===== src/rtl/conv_layer_seq.sv =====
// ---------------------------------------------------------------------------
// conv_layer_seq
//
// Control sequencer for one binarised convolution layer. A run loads the
// weights and then the thresholds from the host beat interface. It then
// streams one input feature map through the conv datapath, followed by
// enough zero "flush" beats to push the last valid window through.
//
// For every accepted beat, the sequencer sweeps fold_add across all
// output-channel folds. It also marks which beats produce a valid conv
// result and, in pool mode, which of those results complete a max-pool
// window. Data buses never pass through this block.
//
// Ports
//    clk, reset           clock, asynchronous active-low reset
//    start                begin a run (only looked at while idle)
//    ld_valid / ld_ready  host load beat handshake (weights, then thresholds)
//    act_valid/act_ready  activation pixel handshake
//    act_flush            zero-mux select for the activation bus on flush beats
//    stream_w_en          weight write/shift enable (ld_valid & ld_ready)
//    stream_w_addr        weight memory address (beat count)
//    stream_th_en         threshold shift enable (ld_valid & ld_ready)
//    stream_act_en        activation buffer shift enable (pixel or flush beat)
//    fold_add             fold currently being evaluated
//    stream_maxpool_en    max-pool sample enable, one per valid conv result
//    out_valid            datapath output holds a valid pixel this cycle
//    busy                 run in progress
//    done                 one-cycle pulse when the run has fully drained
// ---------------------------------------------------------------------------
module conv_layer_seq #(
   parameter int fold           = 1,
   parameter int fold_log       = (fold > 1) ? $clog2(fold) : 1,
   parameter int ch_out         = 64,
   parameter int w_in           = 32,
   parameter int k_s            = 3,
   parameter int pad            = 1,
   parameter int MAXPOOL_enable = 1,
   parameter int k_s_maxpool    = 2,
   parameter int warmup         = w_in*(k_s-1-pad)+(k_s-1-pad),
   parameter int mp_lat         = 1
) (
   input  logic                clk,
   input  logic                reset,
   input  logic                start,
   input  logic                ld_valid,
   output logic                ld_ready,
   input  logic                act_valid,
   output logic                act_ready,
   output logic                act_flush,
   output logic                stream_w_en,
   output logic [fold_log-1:0] stream_w_addr,
   output logic                stream_th_en,
   output logic                stream_act_en,
   output logic [fold_log-1:0] fold_add,
   output logic                stream_maxpool_en,
   output logic                out_valid,
   output logic                busy,
   output logic                done
);

   // With a single fold the weights arrive through a shift chain, one beat
   // per output channel; otherwise there is one wide beat per fold.
   localparam int LD_W_BEATS = (fold == 1) ? ch_out : fold;
   localparam int CNT_W      = $clog2(ch_out + fold + 1) + 1;
   localparam int PIX_W      = $clog2(w_in) + 1;
   localparam int WU_W       = $clog2(warmup + 2) + 1;
   localparam int DR_W       = $clog2(fold + mp_lat + 4) + 1;
   localparam int PIPE_LEN   = fold + 2 + mp_lat;

   localparam logic [CNT_W-1:0]    W_LAST     = CNT_W'(LD_W_BEATS - 1);
   localparam logic [CNT_W-1:0]    TH_LAST    = CNT_W'(ch_out - 1);
   localparam logic [PIX_W-1:0]    PIX_LAST   = PIX_W'(w_in - 1);
   localparam logic [PIX_W-1:0]    POOL_LAST  = PIX_W'(k_s_maxpool - 1);
   localparam logic [fold_log-1:0] FOLD_LAST  = fold_log'(fold - 1);
   localparam logic [WU_W-1:0]     WU_FULL    = WU_W'(warmup);
   localparam logic [WU_W-1:0]     FLUSH_LAST = WU_W'(warmup - 1);
   localparam logic [DR_W-1:0]     DRAIN_LAST = DR_W'(fold + 1 + mp_lat);

   typedef enum logic [2:0] {
      S_IDLE,
      S_LOAD_W,
      S_LOAD_TH,
      S_RUN,
      S_FLUSH,
      S_DRAIN
   } state_t;

   state_t              state_q,     state_d;
   logic [CNT_W-1:0]    ld_cnt_q,    ld_cnt_d;
   logic [PIX_W-1:0]    pix_row_q,   pix_row_d;
   logic [PIX_W-1:0]    pix_col_q,   pix_col_d;
   logic [WU_W-1:0]     flush_cnt_q, flush_cnt_d;
   logic [WU_W-1:0]     wu_cnt_q,    wu_cnt_d;
   logic [PIX_W-1:0]    o_col_q,     o_col_d;
   logic [PIX_W-1:0]    pc_q,        pc_d;
   logic [PIX_W-1:0]    pr_q,        pr_d;
   logic                sweep_q,     sweep_d;
   logic [fold_log-1:0] fold_add_q,  fold_add_d;
   logic [DR_W-1:0]     drain_cnt_q, drain_cnt_d;
   logic                ld_ready_q,  ld_ready_d;
   logic                act_ready_q, act_ready_d;
   logic                act_flush_q, act_flush_d;
   logic [fold_log-1:0] w_addr_q,    w_addr_d;
   logic                busy_q,      busy_d;
   logic                done_q,      done_d;
   // Each entry carries {completes a pool window, valid conv result} for
   // one beat, delayed so that it lines up with the datapath latency.
   logic [1:0]          pipe_q [PIPE_LEN];
   logic [1:0]          pipe_d [PIPE_LEN];

   logic w_beat, th_beat, pix_beat, flush_beat, beat;
   logic last_pix, conv_valid, pool_hit, slot_d;

   // Handshake terminations are deliberately combinational; everything
   // else leaving the block comes straight from a flop.
   assign w_beat     = (state_q == S_LOAD_W)  & ld_valid & ld_ready_q;
   assign th_beat    = (state_q == S_LOAD_TH) & ld_valid & ld_ready_q;
   assign pix_beat   = (state_q == S_RUN)     & act_valid & act_ready_q;
   assign flush_beat = (state_q == S_FLUSH)   & act_flush_q;
   assign beat       = pix_beat | flush_beat;

   assign last_pix   = (pix_row_q == PIX_LAST) && (pix_col_q == PIX_LAST);
   // Beats before the warmup count only fill the line buffers.
   assign conv_valid = (wu_cnt_q == WU_FULL);
   assign pool_hit   = conv_valid && (pc_q == POOL_LAST) && (pr_q == POOL_LAST);

   // Next-state, counters and registered output decode.
   always_comb begin
      state_d     = state_q;
      ld_cnt_d    = ld_cnt_q;
      pix_row_d   = pix_row_q;
      pix_col_d   = pix_col_q;
      flush_cnt_d = flush_cnt_q;
      wu_cnt_d    = wu_cnt_q;
      o_col_d     = o_col_q;
      pc_d        = pc_q;
      pr_d        = pr_q;
      sweep_d     = sweep_q;
      fold_add_d  = fold_add_q;
      drain_cnt_d = drain_cnt_q;
      done_d      = 1'b0;

      // A new beat always restarts the fold sweep from fold 0; a beat on the
      // final sweep cycle gives back-to-back operation.
      if (beat) begin
         sweep_d    = 1'b1;
         fold_add_d = '0;
      end else if (sweep_q) begin
         if (fold_add_q == FOLD_LAST) begin
            sweep_d    = 1'b0;
            fold_add_d = '0;
         end else begin
            fold_add_d = fold_add_q + fold_log'(1);
         end
      end

      // Output coordinate tracking, kept modulo the pool window so no
      // divider is needed.
      if (beat) begin
         if (!conv_valid) begin
            wu_cnt_d = wu_cnt_q + WU_W'(1);
         end else if (o_col_q == PIX_LAST) begin
            o_col_d = '0;
            pc_d    = '0;
            pr_d    = (pr_q == POOL_LAST) ? '0 : pr_q + PIX_W'(1);
         end else begin
            o_col_d = o_col_q + PIX_W'(1);
            pc_d    = (pc_q == POOL_LAST) ? '0 : pc_q + PIX_W'(1);
         end
      end

      case (state_q)
         S_IDLE: begin
            if (start) begin
               state_d     = S_LOAD_W;
               ld_cnt_d    = '0;
               pix_row_d   = '0;
               pix_col_d   = '0;
               flush_cnt_d = '0;
               wu_cnt_d    = '0;
               o_col_d     = '0;
               pc_d        = '0;
               pr_d        = '0;
               drain_cnt_d = '0;
            end
         end
         S_LOAD_W: begin
            if (w_beat) begin
               if (ld_cnt_q == W_LAST) begin
                  state_d  = S_LOAD_TH;
                  ld_cnt_d = '0;
               end else begin
                  ld_cnt_d = ld_cnt_q + CNT_W'(1);
               end
            end
         end
         S_LOAD_TH: begin
            if (th_beat) begin
               if (ld_cnt_q == TH_LAST) begin
                  state_d  = S_RUN;
                  ld_cnt_d = '0;
               end else begin
                  ld_cnt_d = ld_cnt_q + CNT_W'(1);
               end
            end
         end
         S_RUN: begin
            if (pix_beat) begin
               if (pix_col_q == PIX_LAST) begin
                  pix_col_d = '0;
                  pix_row_d = pix_row_q + PIX_W'(1);
               end else begin
                  pix_col_d = pix_col_q + PIX_W'(1);
               end
               if (last_pix) begin
                  state_d = (warmup == 0) ? S_DRAIN : S_FLUSH;
               end
            end
         end
         S_FLUSH: begin
            if (flush_beat) begin
               if (flush_cnt_q == FLUSH_LAST) begin
                  state_d = S_DRAIN;
               end else begin
                  flush_cnt_d = flush_cnt_q + WU_W'(1);
               end
            end
         end
         S_DRAIN: begin
            // Held until the last beat has left the pool stage.
            if (drain_cnt_q == DRAIN_LAST) begin
               state_d = S_IDLE;
               done_d  = 1'b1;
            end else begin
               drain_cnt_d = drain_cnt_q + DR_W'(1);
            end
         end
         default: state_d = S_IDLE;
      endcase

      // A beat slot opens when no sweep runs or the sweep is on its last fold.
      slot_d      = !sweep_d || (fold_add_d == FOLD_LAST);
      ld_ready_d  = (state_d == S_LOAD_W) || (state_d == S_LOAD_TH);
      act_ready_d = (state_d == S_RUN) && slot_d;
      act_flush_d = (state_d == S_FLUSH) && slot_d;
      w_addr_d    = (state_d == S_LOAD_W) ? ld_cnt_d[fold_log-1:0] : '0;
      busy_d      = (state_d != S_IDLE);

      pipe_d[0] = {beat & pool_hit, beat & conv_valid};
      for (int i = 1; i < PIPE_LEN; i++) begin
         pipe_d[i] = pipe_q[i-1];
      end
   end

   // State and output registers; reset abandons any partial load or run.
   always_ff @(posedge clk or negedge reset) begin
      if (!reset) begin
         state_q     <= S_IDLE;
         ld_cnt_q    <= '0;
         pix_row_q   <= '0;
         pix_col_q   <= '0;
         flush_cnt_q <= '0;
         wu_cnt_q    <= '0;
         o_col_q     <= '0;
         pc_q        <= '0;
         pr_q        <= '0;
         sweep_q     <= 1'b0;
         fold_add_q  <= '0;
         drain_cnt_q <= '0;
         ld_ready_q  <= 1'b0;
         act_ready_q <= 1'b0;
         act_flush_q <= 1'b0;
         w_addr_q    <= '0;
         busy_q      <= 1'b0;
         done_q      <= 1'b0;
         for (int i = 0; i < PIPE_LEN; i++) begin
            pipe_q[i] <= '0;
         end
      end else begin
         state_q     <= state_d;
         ld_cnt_q    <= ld_cnt_d;
         pix_row_q   <= pix_row_d;
         pix_col_q   <= pix_col_d;
         flush_cnt_q <= flush_cnt_d;
         wu_cnt_q    <= wu_cnt_d;
         o_col_q     <= o_col_d;
         pc_q        <= pc_d;
         pr_q        <= pr_d;
         sweep_q     <= sweep_d;
         fold_add_q  <= fold_add_d;
         drain_cnt_q <= drain_cnt_d;
         ld_ready_q  <= ld_ready_d;
         act_ready_q <= act_ready_d;
         act_flush_q <= act_flush_d;
         w_addr_q    <= w_addr_d;
         busy_q      <= busy_d;
         done_q      <= done_d;
         pipe_q      <= pipe_d;
      end
   end

   assign ld_ready      = ld_ready_q;
   assign act_ready     = act_ready_q;
   assign act_flush     = act_flush_q;
   assign stream_w_en   = w_beat;
   assign stream_th_en  = th_beat;
   assign stream_act_en = beat;
   assign stream_w_addr = w_addr_q;
   assign fold_add      = fold_add_q;
   assign busy          = busy_q;
   assign done          = done_q;

   // A conv result reaches the pool sampler fold+1 cycles after its beat.
   // A completed pool window appears 1+mp_lat cycles after that.
   assign stream_maxpool_en = (MAXPOOL_enable != 0) ? pipe_q[fold][0] : 1'b0;
   assign out_valid         = (MAXPOOL_enable != 0) ? pipe_q[PIPE_LEN-1][1]
                                                    : pipe_q[fold][0];

endmodule

===== config.mk =====
export PLATFORM = sky130hd
export DESIGN_NAME = conv_layer_seq
export DESIGN_NICKNAME = d
export VERILOG_FILES = /design/src/rtl/conv_layer_seq.sv
export SDC_FILE = /design/constraint.sdc
export NUM_CORES = 1
export LEC_CHECK = 0
export ABC_AREA = 1
export CAP_MARGIN = 40
export CORE_ASPECT_RATIO = 0.75
export CORE_MARGIN = 2
export CORE_UTILIZATION = 61
export CTS_CLUSTER_DIAMETER = 100
export DETAILED_ROUTE_END_ITERATION = 8
export GPL_ROUTABILITY_DRIVEN = 1
export HOLD_SLACK_MARGIN = 0.12
export PLACE_DENSITY = 0.81
export SYNTH_ARGS = -nofsm -noshare
export SYNTH_HDL_FRONTEND = slang
export SYNTH_SLANG_ARGS = --single-unit

===== constraint.sdc =====
create_clock -name clk -period 1.7 [get_ports clk]
set_input_delay 0.34 -clock clk [delete_from_list [all_inputs] [get_ports clk]]
set_output_delay 0.34 -clock clk [all_outputs]
set_load 0.01 [all_outputs]

==> impl_metrics.toml <==
[floorplanning]
initial_core_util_pct = 62.6
die-area_mm2 = 0.00709
core_mm2 = 0.00626
rows = 25
die_h_um = 73.4
die_x_um = 96.6
io_pins = 17

[finish]
antennaDiodeCount = 0
final_common_cell = "nand2_1"
mostFrequentLayoutCells = "nand2_1, dfrtp_1, inv_1"
drive_above_1_share_pct = 17.6
nNetsFinal = 588
area_growth_pct = 22.3
fin_util_pct = 76.6

[timing]
setup_viol_count_final = 0
whs_ns = 0.350
max-slew-margin-rel_pct = 72.4
fmax_mhz = 592
rsz0062_at_grt = "true"
period_share_pct = 99.3
skew_ns = 0.00820
finalWorstSetupSlack_ns = 0.0113
finalMaxSlewViolations = 0
post-route-min-period_ns = 1.69
worstMarginPinSlew_ns = 0.410
hold_violations = 0

[clocking]
cts_tree = "done"
worstSkewPairLatency_ns = 0.36
clkSlewWorstSetupHoldPaths_ns = 0.07
cts-root-buf = "clkbuf_8"
cts_buffer_depth = 2
numCtsBuffers = 9
clock-sinks = 73
cts_max_level = 3

[place]
io_buffers = 16
dp_slack_ns = -0.288
gp_congestion = 0.889
hpwl_mm = 6.39

[global_route]
met2_usage_pct = 45.1
grtUsageTotal_pct = 27.5
grt_pass1_wl_mm = 14.9
grt_overflow = 0
grt_pass1_vias = 3401
use_met3_pct = 5.95
antenna_found_initial = 0
busiest_layer = "met2"
grt_start_max_net_pins = 50
grt_use_met1_pct = 35.9

[critical_path]
critPathRequiredTime_ns = 1.36
endpoint_kind = "output port"
criticalPathCategory = "reg -> out"
critPathMaxStageDelay_ns = 0.45
start_kind = "flip-flop"
crit_slowest_cell = "dfrtp_2"
crit_chain = "nand3b_1 > nor2_2 > buf_2"
path_max_fanout = 4
crit_arrival_ns = 1.35

[synth]
syn_area_mm2 = 0.00392
seq_area_frac_synth_pct = 46.6
synth_top_area_share_pct = 46.6
avgSynthCellArea_um2 = 7.74
synth_cell_types = 35
synth_cells = 506
synth-seq-cells = 73
synth_top_area_cell = "dfrtp_1"
ys_warn_count = 0
synth_top_cells_by_area = "dfrtp_1, nand2_1, inv_1, nand3_1, nor2_1"
synth_fp_nets = 524

[pwr]
p_leak_uw = 0.00246
ir_drop_uv = 736
p_per_area_mw_per_mm2 = 844

[outcome]
status = "finished, final reports clean"

[worst_hold_path]
hold_path.class = "reg -> reg"

[detailed_routing]
vias = 3614
viasPerCell = 5.52
ant_nets = 0
drt-initial-drc-count = 208
avgRoutedWirePerCell_um = 13.8
drc = 0
firstDrtPassIters = 5
drt_wl_total_mm = 9.07

[flow_run]
maxCapViolCount = 0
repair_timing:
action,in CTS,in global routing
pin swaps,4,14
resized for setup,20,32
hold buffers,1,0
gates cloned,0,0
endpoints found under the setup margin,4,36
setup buffers,5,1
endpoints found under the hold margin,24,0
flip-flops by register name, indices dropped and copies added, names as in the netlist:
signal / flops
act_flush: 1
act_ready: 1
busy: 1
done: 1
drain_cnt_q: 4
flush_cnt_q: 7
fold_add: 1
ld_cnt_q: 8
ld_ready: 1
o_col_q: 6
out_valid: 1
pc_q: 6
pipe_d: 4
pix_col_q: 6
pix_row_q: 6
pr_q: 6
state_q: 3
stream_maxpool_en: 1
stream_w_addr: 1
sweep_q: 1
wu_cnt_q: 7
power by group:
part	switching [uW]	internal [uW]	leakage [uW]
combinational	340	238	0.00138
clock	654	812	0.000109
sequential	129	1870	0.000976
path summary, 6_finish.rpt:
path	start	end	slack (ns)	cells past startpoint
min	pipe_d[5]	pipe_d[3]	0.35	0
min in group asynchronous	reset	pix_col_q[5]	0.42	2
max	state_q[0]	stream_th_en	0.01	3
min reg2reg	pipe_d[5]	pipe_d[3]	0.35	0
max in group asynchronous	reset	state_q[0]	0.71	3
max reg2reg	ld_cnt_q[0]	ld_cnt_q[0]	0.04	7
per-stage QoR:
step                power (uW)  cells  instance area (um^2)   TNS [ns]
finish                    4050    655                  4790          0
global placement          2530    634                  4420      -4.98
floorplan                 2330    506                  3920          0
CTS                       4040    655                  4690  -0.000219
global route              4220    655                  4790     -0.406
detailed placement        2560    634                  4420      -5.95
critical path, delay by kind of cell, from the launching register on:
family	cells	cell delay [ns]
buf+inv	1	0.15
simple gates	2	0.40
flops	1	0.45
cells by family after synthesis:
logic type | share of synthesized area [%]
flops | 46.6
buf+inv | 8.40
simple gates | 30.3
xor+xnor | 1.34
fa+ha+maj | 4.15
compound gates | 9.16
synth_stat cells (all sizes together):
master and n:
or2 3, nand4 16, dfrtp 73, xor2 4, nor3 16, and3 1, clkbuf 1, o221ai 1
nor4 1, o211ai 2, xnor2 2, nand3 46, o21ai 35, inv 76, nand2 120, a21oi 22
o2111ai 1, o21a 4, nor3b 3, nor2 59, nand3b 1, buf 5, a21o 1, ha 13
metal layers:
metal	routed length (um)	vias to the layer above
met5	0	-
met4	149	0
met3	446	19
met2	4390	114
met1	4080	1716
li1	-	1765
cell type report:
cell class              count  area [um^2]
multi-input cells         351         1860
flip-flops and latches     73         1830
fillers                   457         1460
repair buffers             59          513
inverters                  76          288
clock buffers               9          124
well taps                  81          101
clock inverters             6         83.8
(Power assumes the default switching activity.)
==> RTL change (same flow settings) <==
`MAXPOOL_enable`: 1 -> 0.
--- a/src/rtl/conv_layer_seq.sv
+++ b/src/rtl/conv_layer_seq.sv
@@ -34,7 +34,7 @@
    parameter int w_in           = 32,
    parameter int k_s            = 3,
    parameter int pad            = 1,
-   parameter int MAXPOOL_enable = 1,
+   parameter int MAXPOOL_enable = 0,
    parameter int k_s_maxpool    = 2,
    parameter int warmup         = w_in*(k_s-1-pad)+(k_s-1-pad),
    parameter int mp_lat         = 1
Behaviour: same outputs for any inputs over 10 cycles, from zero or initial values and one cycle with reset low; that may be too few to reach the edited logic, so the function may still have changed.
==> RTL change against the unedited design <==
Cell area down 29%; core utilization decreased by 0.11 points; setup slack barely moved; wire length shrank 35%; power decreased by 38%; via count shrank 35%; sequential share of layout area shrank 0.50 points; sequential cell count decreased by 22; count of clock-buffer cells in the layout is 1 lower; highest routed layer unchanged; synthesized area fell by 29%; critical path depth rose by 3; non-clock buffer count is 14 lower.
==> RTL change: results (changes against the unedited design) <==
- Routing usage on met2: 41.0% (was 45.1%)
- Synth Flop Type: dfrtp_1 (unchanged)
- CTS Buf Count: 5 (was 9)
- Met1 GRT Util: 32.2% (was 35.9%)
- Depth of the CTS H-tree: 2 (was 3)
- Finished Layout Cells: 449 (was 655)
- Max Clock Skew: 0.00699 ns (was 0.00820 ns)
- Reg-to-reg critical path endpoint: ld_cnt_q[5] (was ld_cnt_q[0])
- Root Buffer: clkbuf_8 (unchanged)
- Peak supply drop: 0.543 mV (was 0.736 mV)
- DR pass1 iterations: 4 (was 5)
- Hold_sp: pipe_d[4] (was pipe_d[5])
- Dpl cells: 433 (was 634)
- Synth async-reset ratio: 100% (unchanged)
- Layout Nets: 404 (was 588)
- Diodes inserted: 0 (unchanged)
- Final WL: 5860 um (was 9070 um)
- RePlAce Congestion: 0.875 (was 0.889)
- Leakage: 1.70 nW (was 2.46 nW)
- Initial antenna violation count: 0 (unchanged)
- Largest net degree at the start of global routing: 52 (was 50)
- Worst EP arrival: 1.35 ns (about the same)
- Clk_lat worst skew: 0.30 ns (was 0.36 ns)
- PortBufs: 15 (was 16)
- Final HPWL DP: 3800 um (was 6390 um)
- Area after DPL: 3150 um2 (was 4420 um2)
- Worst Setup SP: state_q[1] (was state_q[0])
- Synth top cells by count: nand2_1, dfrtp_1, inv_1 (was nand2_1, inv_1, dfrtp_1)
- DR iter-0 viols: 169 (was 208)
- Post-Syn Area per Cell: 8.15 um2 (was 7.74 um2)
- First-pass GRT wire length: 9750 um (was 14,900 um)
- Total Routing Usage GR: 24.4% (was 27.5%)
- Reg clk slew, reported paths: 0.09 ns (was 0.07 ns)
- Syn Nets: 355 (was 524)
- Vias in the first global route: 2,281 (was 3,401)
- Status: completed (unchanged)
- Critical path endpoint: stream_act_en (was stream_th_en)
- Via count: 2,359 (was 3,614)
- Cell count of the worst reg-to-reg path: 9 (was 7)
- Fillers: 311 (was 457)
- Share of cells above drive strength 1: 19.9% (was 17.6%)
- Worst Path Max Fanout: 4 (unchanged)
- Register area share after synthesis: 45.8% (was 46.6%)
- Library cells used by synthesis: 33 (was 35)
- GR Layer Usage met3: 5.06% (was 5.95%)
- Main area contributors after synthesis: dfrtp_1, nand2_1, inv_1, nor2_1, nand3_1 (was dfrtp_1, nand2_1, inv_1, nand3_1, nor2_1)
[RTL change: how the worst min path moves through the flow]
stage | endpoint | slack, ns | cells after the start
after detailed placement | out_valid | 0.34 | 0
final | out_valid | 0.35 | 0
after floorplan | act_flush | 0.04 | 0
after global placement | out_valid | 0.34 | 0
after global routing | out_valid | 0.37 | 0
after CTS | out_valid | 0.36 | 0
[RTL change: metal layers]
metal,routed length (um),part of all wire [%]
met5,0,0
met4,39,0.67
met3,213,3.6
met2,2880,49
met1,2730,47
[RTL change: area by class of cell]
cell class	instances	area [um2]	share of cell area, %
Multi-Input combinational cell	237	1360	39.9
Sequential cell	51	1280	37.6
Timing Repair Buffer	45	395	11.6
Inverter	51	198	5.82
Clock buffer	8	100	2.95
Tap cell	57	71.3	2.10
[RTL change: critical path, stage by stage (launching register included)]
cell	delay, ns
dfrtp_1	0.45
buf_4	0.15
nand3_4	0.10
nor2_8	0.14
inv_4	0.04
nand2_4	0.07
buf_6	0.10
[RTL change: metrics by stage]
step | util (%) | setup slack, ns | power (mW)
4_1_cts | 74.4 | -0.126 | 2.48
5_1_grt | 76.5 | -0.0654 | 2.63
2_1_floorplan | - | 0.272 | 1.57
3_5_place_dp | 71.0 | -0.360 | 1.71
6_report | 76.5 | 0.0117 | 2.49
3_3_place_gp | 71.0 | -0.361 | 1.69
[RTL change: kinds of logic (layout without fill, tap and decap cells)]
group | count (synthesis) | in the layout | share of synthesized area (%)
AND/OR/NAND/NOR | 169 | 169 | 29.4
buffers and inverters | 54 | 104 | 8.17
flip-flops | 51 | 51 | 45.8
AO/OA/AOI/OAI | 46 | 46 | 8.84
XOR/XNOR | 13 | 13 | 4.08
adder cells (fa/ha/maj) | 8 | 8 | 3.59
other | 1 | 1 | 0.134
[RTL change: where the power goes]
group	internal (mW)	leakage, nW	switching [mW]
registers	1.28	0.684	0.0629
clock network	0.372	0.0515	0.390
logic	0.172	0.967	0.210
total	1.83	1.70	0.663
[RTL change: what timing repair did]
action,CTS,global route
hold buffers,1,0
buffers inserted,2,5
pin swaps,1,7
cloned,0,0
endpoints found under the hold margin,51,0
gates resized for setup,11,21
endpoints found under the setup margin,6,16
